**src/rtl/regfile_wb_queue.sv**
```systemverilog
// regfile_wb_queue: in-order write-back buffer in front of the 32x64 register file.
// Compile-time option: define REGFILE_WBQ_BYPASS_EN to build the read-bypass network.
// Ports:
//   clock, reset        single rising-edge clock, asynchronous active-high reset (flushes queue)
//   enq_valid/ready     write-back request handshake; enq_addr/enq_data are the request
//   hold                suppresses draining this cycle
//   W, DA, D            register file write port, driven from the head entry
//   SA, SB, A_rf, B_rf  register file read selects and raw read data
//   A, B                read data with still-pending writes overlaid
//   count, full, empty  occupancy status
module regfile_wb_queue #(
   parameter int DEPTH = 4,
   parameter int WIDTH = 64
) (
   input  logic                     clock,
   input  logic                     reset,
   input  logic                     enq_valid,
   output logic                     enq_ready,
   input  logic [4:0]               enq_addr,
   input  logic [WIDTH-1:0]         enq_data,
   input  logic                     hold,
   output logic                     W,
   output logic [4:0]               DA,
   output logic [WIDTH-1:0]         D,
   input  logic [4:0]               SA,
   input  logic [4:0]               SB,
   input  logic [WIDTH-1:0]         A_rf,
   input  logic [WIDTH-1:0]         B_rf,
   output logic [WIDTH-1:0]         A,
   output logic [WIDTH-1:0]         B,
   output logic [$clog2(DEPTH):0]   count,
   output logic                     full,
   output logic                     empty
);
   localparam int AW = $clog2(DEPTH);
   localparam logic [AW:0] FULL_CNT = (AW+1)'(DEPTH);
   logic [AW-1:0]    head_q, head_d, tail_q, tail_d;
   logic [AW:0]      count_q, count_d;
   logic [4:0]       addr_q [DEPTH];
   logic [WIDTH-1:0] data_q [DEPTH];
   logic             enq_fire, deq_fire;
   assign full      = count_q == FULL_CNT;
   assign empty     = count_q == '0;
   assign count     = count_q;
   // Refusal while full holds even if the head drains this cycle: no pass-through.
   assign enq_ready = !full;
   assign enq_fire  = enq_valid && !full;
   assign deq_fire  = !empty && !hold;
   assign W         = deq_fire;
   // Forced to zero when empty so the register file never sees stale storage.
   assign DA        = empty ? 5'd0 : addr_q[head_q];
   assign D         = empty ? '0 : data_q[head_q];
   always_comb begin
      head_d  = deq_fire ? head_q + AW'(1) : head_q;
      tail_d  = enq_fire ? tail_q + AW'(1) : tail_q;
      count_d = (enq_fire && !deq_fire) ? count_q + 1'b1 :
                (deq_fire && !enq_fire) ? count_q - 1'b1 : count_q;
   end
   always_ff @(posedge clock or posedge reset) begin
      if (reset) begin
         head_q  <= '0;
         tail_q  <= '0;
         count_q <= '0;
      end else begin
         head_q  <= head_d;
         tail_q  <= tail_d;
         count_q <= count_d;
      end
   end
   // Payload storage needs no reset: validity is tracked by head/count alone.
   always_ff @(posedge clock) begin
      if (enq_fire) begin
         addr_q[tail_q] <= enq_addr;
         data_q[tail_q] <= enq_data;
      end
   end
`ifdef REGFILE_WBQ_BYPASS_EN
   // Walk oldest to newest so the newest matching pending entry wins; the head
   // being drained this cycle still counts as pending.
   always_comb begin
      A = A_rf;
      B = B_rf;
      for (int i = 0; i < DEPTH; i++) begin
         if (i < int'(count_q) && addr_q[head_q + AW'(i)] == SA) A = data_q[head_q + AW'(i)];
         if (i < int'(count_q) && addr_q[head_q + AW'(i)] == SB) B = data_q[head_q + AW'(i)];
      end
   end
`else
   logic unused_sel;
   assign unused_sel = ^{SA, SB};
   assign A = A_rf;
   assign B = B_rf;
`endif
endmodule

```
**config.mk**
```make
export PLATFORM = sky130hd
export DESIGN_NAME = regfile_wb_queue
export DESIGN_NICKNAME = d
export VERILOG_FILES = /design/src/rtl/regfile_wb_queue.sv
export SDC_FILE = /design/constraint.sdc
export NUM_CORES = 1
export LEC_CHECK = 0
export ABC_AREA = 1
export BUFFER_PORTS_ARGS = -buffer_cell sky130_fd_sc_hd__buf_2
export CELL_PAD_IN_SITES_DETAIL_PLACEMENT = 0
export CELL_PAD_IN_SITES_GLOBAL_PLACEMENT = 1
export CORE_MARGIN = 1.5
export CORE_UTILIZATION = 39
export CTS_CLUSTER_DIAMETER = 30
export DETAILED_ROUTE_END_ITERATION = 6
export GPL_ROUTABILITY_DRIVEN = 0
export PLACE_DENSITY_LB_ADDON = 0.05
export SLEW_MARGIN = 20
export SYNTH_ARGS = -nofsm -noshare
export SYNTH_HDL_FRONTEND = slang
export SYNTH_SLANG_ARGS = --single-unit
```
**constraint.sdc**
```tcl
create_clock -name clock -period 5.25 [get_ports clock]
set_input_delay 1.05 -clock clock [delete_from_list [all_inputs] [get_ports clock]]
set_output_delay 1.05 -clock clock [all_outputs]
set_load 0.05 [all_outputs]
```
# Yosys cells after proc, flatten, opt, wreduce, memory -nomap -nowiden
# Memories as Yosys holds them, arrays and structs flattened.
# Index checks and enable logic that the tools add are counted.
dict set report totals {
  register_bits 7
  latch_bits 0
  ram_bits 276
  rom_bits 0
  in_bits 211
  elab_cells 27
  memories 2
}
# name words word_bits rd rd_ports_with_merged_regs write_ports line
set mem_list {}
lappend mem_list {data_q 4 64 1 0 1 40} ;# logic [WIDTH-1:0] data_q [DEPTH];
lappend mem_list {addr_q 4 5 1 0 1 39} ;# logic [4:0] addr_q [DEPTH];
dict set report classes {
  add_sub_neg 4
  n_mul 0
  div_mod_pow 0
  magnitude_cmp 0
  eq_ne 1
  n_shift 0
  muxes 6
  bitwise 0
  reduce_logical 11
}
# cell n
set ops {}
lappend ops {{64-bit two-way mux} 1}
lappend ops {{3-bit two-way mux} 2}
lappend ops {{1-bit logical NOT} 5}
lappend ops {{5-bit two-way mux} 1}
lappend ops {{2-bit by 1-bit adder with 2-bit output (second input constant)} 2}
lappend ops {{1-bit logical AND} 4}
lappend ops {{3-bit by 1-bit adder with 3-bit output (second input constant)} 1}
lappend ops {{3-bit == test (second input constant)} 1}
lappend ops {{3-bit logical NOT} 1}
lappend ops {{3-bit by 1-bit subtractor with 3-bit output (second input constant)} 1}
lappend ops {{1-bit two-way mux} 2}
lappend ops {{2-bit nonzero test} 1}

# Logic depth before layout (Yosys ltp)
dict set report depth {
  word_depth 7
  mapped_depth 12
  depth_no_buf 12
}

# Worst setup path after synthesis
# OpenSTA, ideal clock, no wires.
dict set report synth_path {
  kind {register to register}
  startpoint {reg count_q[1], in the netlist count[1]}
  endpoint {mem addr_q[0][0] (enable)}
  setup_time_ps 497
  arrival_time_ps 4459
  slack_ps 294
  stages_incl_launch_ff 5
  period_less_slack_ps 4956
  path_cell_list {dfrtp_1 > inv_1 > nand3_1 > nand2_1 > nor2_1}
}
dict set report synth_between {
  elab_chain_cells 5
}
# item line
set synth_lines {}
lappend synth_lines {{start: declaration} 38} ;# logic [AW:0] count_q, count_d;
lappend synth_lines {{start signal: assignment} 67} ;# count_q <= count_d;
lappend synth_lines {{3-bit == test} 42} ;# assign full = count_q == FULL_CNT;
lappend synth_lines {{1-bit logical NOT} --}
lappend synth_lines {{net enq_ready} 18} ;# output logic enq_ready,
lappend synth_lines {{1-bit logical AND} 47} ;# assign enq_fire = enq_valid && !full;
lappend synth_lines {{1-bit two-way mux} 72} ;# if (enq_fire) begin
lappend synth_lines {{1-bit two-way mux (not written as such)} 73} ;# addr_q[tail_q] <= enq_addr;
lappend synth_lines {{end: declaration} 39}
# The timed path passes the listed nets, and every way through them passes these cells.

# Final worst setup path
dict set report layout_path {
  startpoint {reg head_q[0]}
  endpoint {out D[41]}
}
dict set report layout_between {
  elab_chain_cells 2
}
# item line
set layout_lines {}
lappend layout_lines {{start: declaration} 37} ;# logic [AW-1:0] head_q, head_d, tail_q, tail_d;
lappend layout_lines {{start signal: assignment} 61} ;# head_q <= '0;
lappend layout_lines {{start signal: assignment} 65} ;# head_q <= head_d;
lappend layout_lines {{memory 4 x 64 bit} --}
lappend layout_lines {{64-bit two-way mux} 52} ;# assign D = empty ? '0 : data_q[head_q];
lappend layout_lines {{end: declaration} 24} ;# output logic [WIDTH-1:0] D,
# No other way between the ends.

==> impl_metrics.env <==
export IMPL_ctsRootBufferMaster="clkbuf_16"
export IMPL_wl_microns=34200
export IMPL_clk_transition_reported_paths_ns=0.05
export IMPL_number_of_cell_rows=67
export IMPL_finalWorstPathRequiredPeriod_ns=4.21
export IMPL_setup_tns_ns=0
export IMPL_grt_remaining_overflow=0
export IMPL_design_final_nets=1546
export IMPL_post_drt_wl_per_cell_microns=18.6
export IMPL_max_vdd_drop_uv=310
export IMPL_power_density_nw_per_um2=757
export IMPL_timing_critical_path_depth=6
export IMPL_core_area_sq_um=33400
export IMPL_synth_sequential_area_ratio=0.639
export IMPL_postCtsHoldBufs=0
export IMPL_timing_critical_path_cells="buf_4, buf_4, nand2_1, nand3_1, a21oi_1, buf_2"
export IMPL_post_synth_cell_area_avg_sq_um=10.4
export IMPL_globalRouteTotalUtil=0.193
export IMPL_cp_max_stage_delay_ns=0.71
export IMPL_cts_root_to_sink_buffers=3
export IMPL_timing_critical_path_from_type="flop"
export IMPL_dp_hpwl_microns=20500
export IMPL_finalHoldWorstSlack_ns=0.441
export IMPL_antenna_violating_nets_post_route=0
export IMPL_cp_num_buf_inv=3
export IMPL_tritoncts_num_buffers=68
export IMPL_tritoncts_clock_tree="done"
export IMPL_highest_fanout_seen_on_the_critical_path=60
export IMPL_synthesis_nets=1495
export IMPL_r2r_cells=5
export IMPL_postLayoutCellArea_sq_um=15800
export IMPL_die_footprint_sq_um=35100
export IMPL_synth_distinct_cells=21
export IMPL_startpoint="head_q[0]"
export IMPL_die_x_microns=187
export IMPL_die_h_microns=187
export IMPL_io_pins=415
export IMPL_postCtsSetupBuffers=0
export IMPL_worstHoldPathType="in2async"
export IMPL_initial_core_util=0.396
export IMPL_finalHoldViolCount=0
export IMPL_worst_slew_pin_transition_ns=0.978
export IMPL_critical_path_required_ns=4.20
export IMPL_dr_pass1_iters=4
export IMPL_ctsResizeCount=0
export IMPL_area_delta_synth_final_pct=19.1
export IMPL_insertion_delay_ns=0.55
export IMPL_placedInstanceArea_sq_um=13400
export IMPL_ctsHtreeMaxLevel=3
export IMPL_first_global_vias=7925
export IMPL_crit_path_kind="reg2out"
export IMPL_fin_crit_sh=0.801
export IMPL_final_setup_viol_count=0
export IMPL_grt_setup_unrepaired="false"
export IMPL_synthesis_area_sq_um=13300
export IMPL_fraction_of_final_layout_cells_sized_beyond_drive_strength_1=0.211
export IMPL_rrSetupSlack_ns=2.68
export IMPL_timing_critical_path_to="D[41]"
export IMPL_drc_errors=0
export IMPL_layout_filler_cells=3058
export IMPL_yosysWarnings=0
export IMPL_layout_area_seq_sq_um=8470
export IMPL_r2r_start="count[0]"
export IMPL_vias_after_detailed_routing=8067
export IMPL_power_leakage_nw=7.13
export IMPL_timing_final_max_slew_violations=0
export IMPL_first_iter_violations=363
export IMPL_clock_fmax_ghz=0.238
export IMPL_final_total_pwr_mw=11.9
export IMPL_post_drt_via_cell_ratio=4.40
export IMPL_critPathSlowestCell="dfrtp_4"
export IMPL_grt_first_pass_wirelength_microns=49800
export IMPL_pin_count_of_the_biggest_net_entering_global_routing=66
export IMPL_run_status="finished clean"
export IMPL_critical_path_top_delay_family="buffers and inverters"
export IMPL_count_of_buffers_from_port_buffering=148
export IMPL_synth_largest_area_cell="edfxtp_1"
export IMPL_critPathArrivalTime_ns=3.16
export IMPL_synth_top_area_share=0.625
export IMPL_postSynthCellCount=1278
export IMPL_yosys_top_cells_area="edfxtp_1 (63%), inv_1 (8.3%), nand2_1 (8.2%)"
export IMPL_final_util=0.472
export IMPL_worst_slew_margin_rel=0.348
export IMPL_multiInputGateArea_sq_um=2400
export IMPL_critical_path_reg2reg_endpoint="data_q[2][17]"
export IMPL_worst_clock_skew_ns=0.0165
export IMPL_maxCapViolCount=0
export IMPL_critPathMostFrequentCell="buf_4"
export IMPL_timing_critical_path_to_type="output pin"
export IMPL_synth_seq_cells=283
export IMPL_number_of_antenna_violations_at_the_first_check_in_global_routing=7
export IMPL_cts_sinks=283
## cells by family (layout without fill, tap and decap cells)
group                      count (synthesis)  after routing  share of synthesized area
DFF                                      283            283                      0.639
adders and majority gates                  6              6                    0.00623
and+or+nand+nor                          439            439                      0.142
buffers and inverters                    477            581                      0.182
xor gates and xnor gates                   2              2                    0.00132
other                                      0              4                          0
AOI/OAI and AO/OA                         71             71                     0.0296
## metrics by stage
step | setup slack, ns | std cells
finish | 1.04 | 1834
global route | 0.819 | 1832
CTS | 0.939 | 1830
detailed placement | 1.52 | 1707
global placement | 1.57 | 1707
floorplan | 0.294 | 1278
## cell usage in the layout (no fill, tap or decap), types with 10 or more instances in the layout
master and count:
a21oi_1 59, a21oi_2 10, buf_2 148, buf_4 10
bufinv_16 11, clkbuf_1 12, clkbuf_16 71, clkinv_1 10
clkinv_2 10, edfxtp_1 276, inv_1 293, nand2_1 291
nand3_1 133, nand3_2 10
## cell usage after synthesis
cell type,instances
edfxtp_1,276
dfrtp_1,7
buf_1,1
ha_1,5
nand3_2,10
xnor2_1,2
inv_1,293
buf_2,19
clkbuf_1,16
a21oi_1,59
buf_6,15
nand2_1,291
nand3_1,133
o21ai_0,2
inv_2,2
nand4_1,1
fa_1,1
a21oi_2,10
clkinv_2,1
buf_4,130
nor2_1,4
## area by class of cell
cell class | instances | area share
antenna | 4 | 0.000634
tap | 448 | 0.0355
inverter | 296 | 0.0706
timing repair buffer | 162 | 0.0568
clock buffer | 83 | 0.115
sequential | 283 | 0.537
multi-input combinational | 518 | 0.152
clock inverter | 40 | 0.0323
## where the power goes
| part | total [mW] | switching, mW | internal [mW] |
|---|---|---|---|
| clock | 4.20 | 1.22 | 2.98 |
| combinational | 4.60 | 3.62 | 0.983 |
| sequential | 3.14 | 0.160 | 2.98 |
| total | 11.9 | 5.00 | 6.95 |
## per-layer routing
layer,track usage,up-vias,wire (microns)
li1,-,4025,-
met1,0.208,3649,13000
met2,0.312,268,16200
met3,0.0985,115,3450
met4,0.0971,10,1320
met5,0.0192,-,118
## sequential cells by signal (all words and copies together), names as in the netlist
register  count
data_q      256
addr_q       20
count         3
head_q        2
tail_q        2
## worst min path at each step
stage / slack (ns) / end / start / depth (start not counted)
after floorplan: 0.50 / tail_q[0] / tail_q[0] / 2
after global placement: 0.52 / count[2] / count[2] / 2
after detailed placement: 0.51 / count[2] / count[2] / 2
after CTS: 0.43 / head_q[1] / reset / 2
after global routing: 0.45 / head_q[1] / reset / 2
final: 0.44 / head_q[1] / reset / 2
Note: power is estimated with default switching activity, not from simulation.
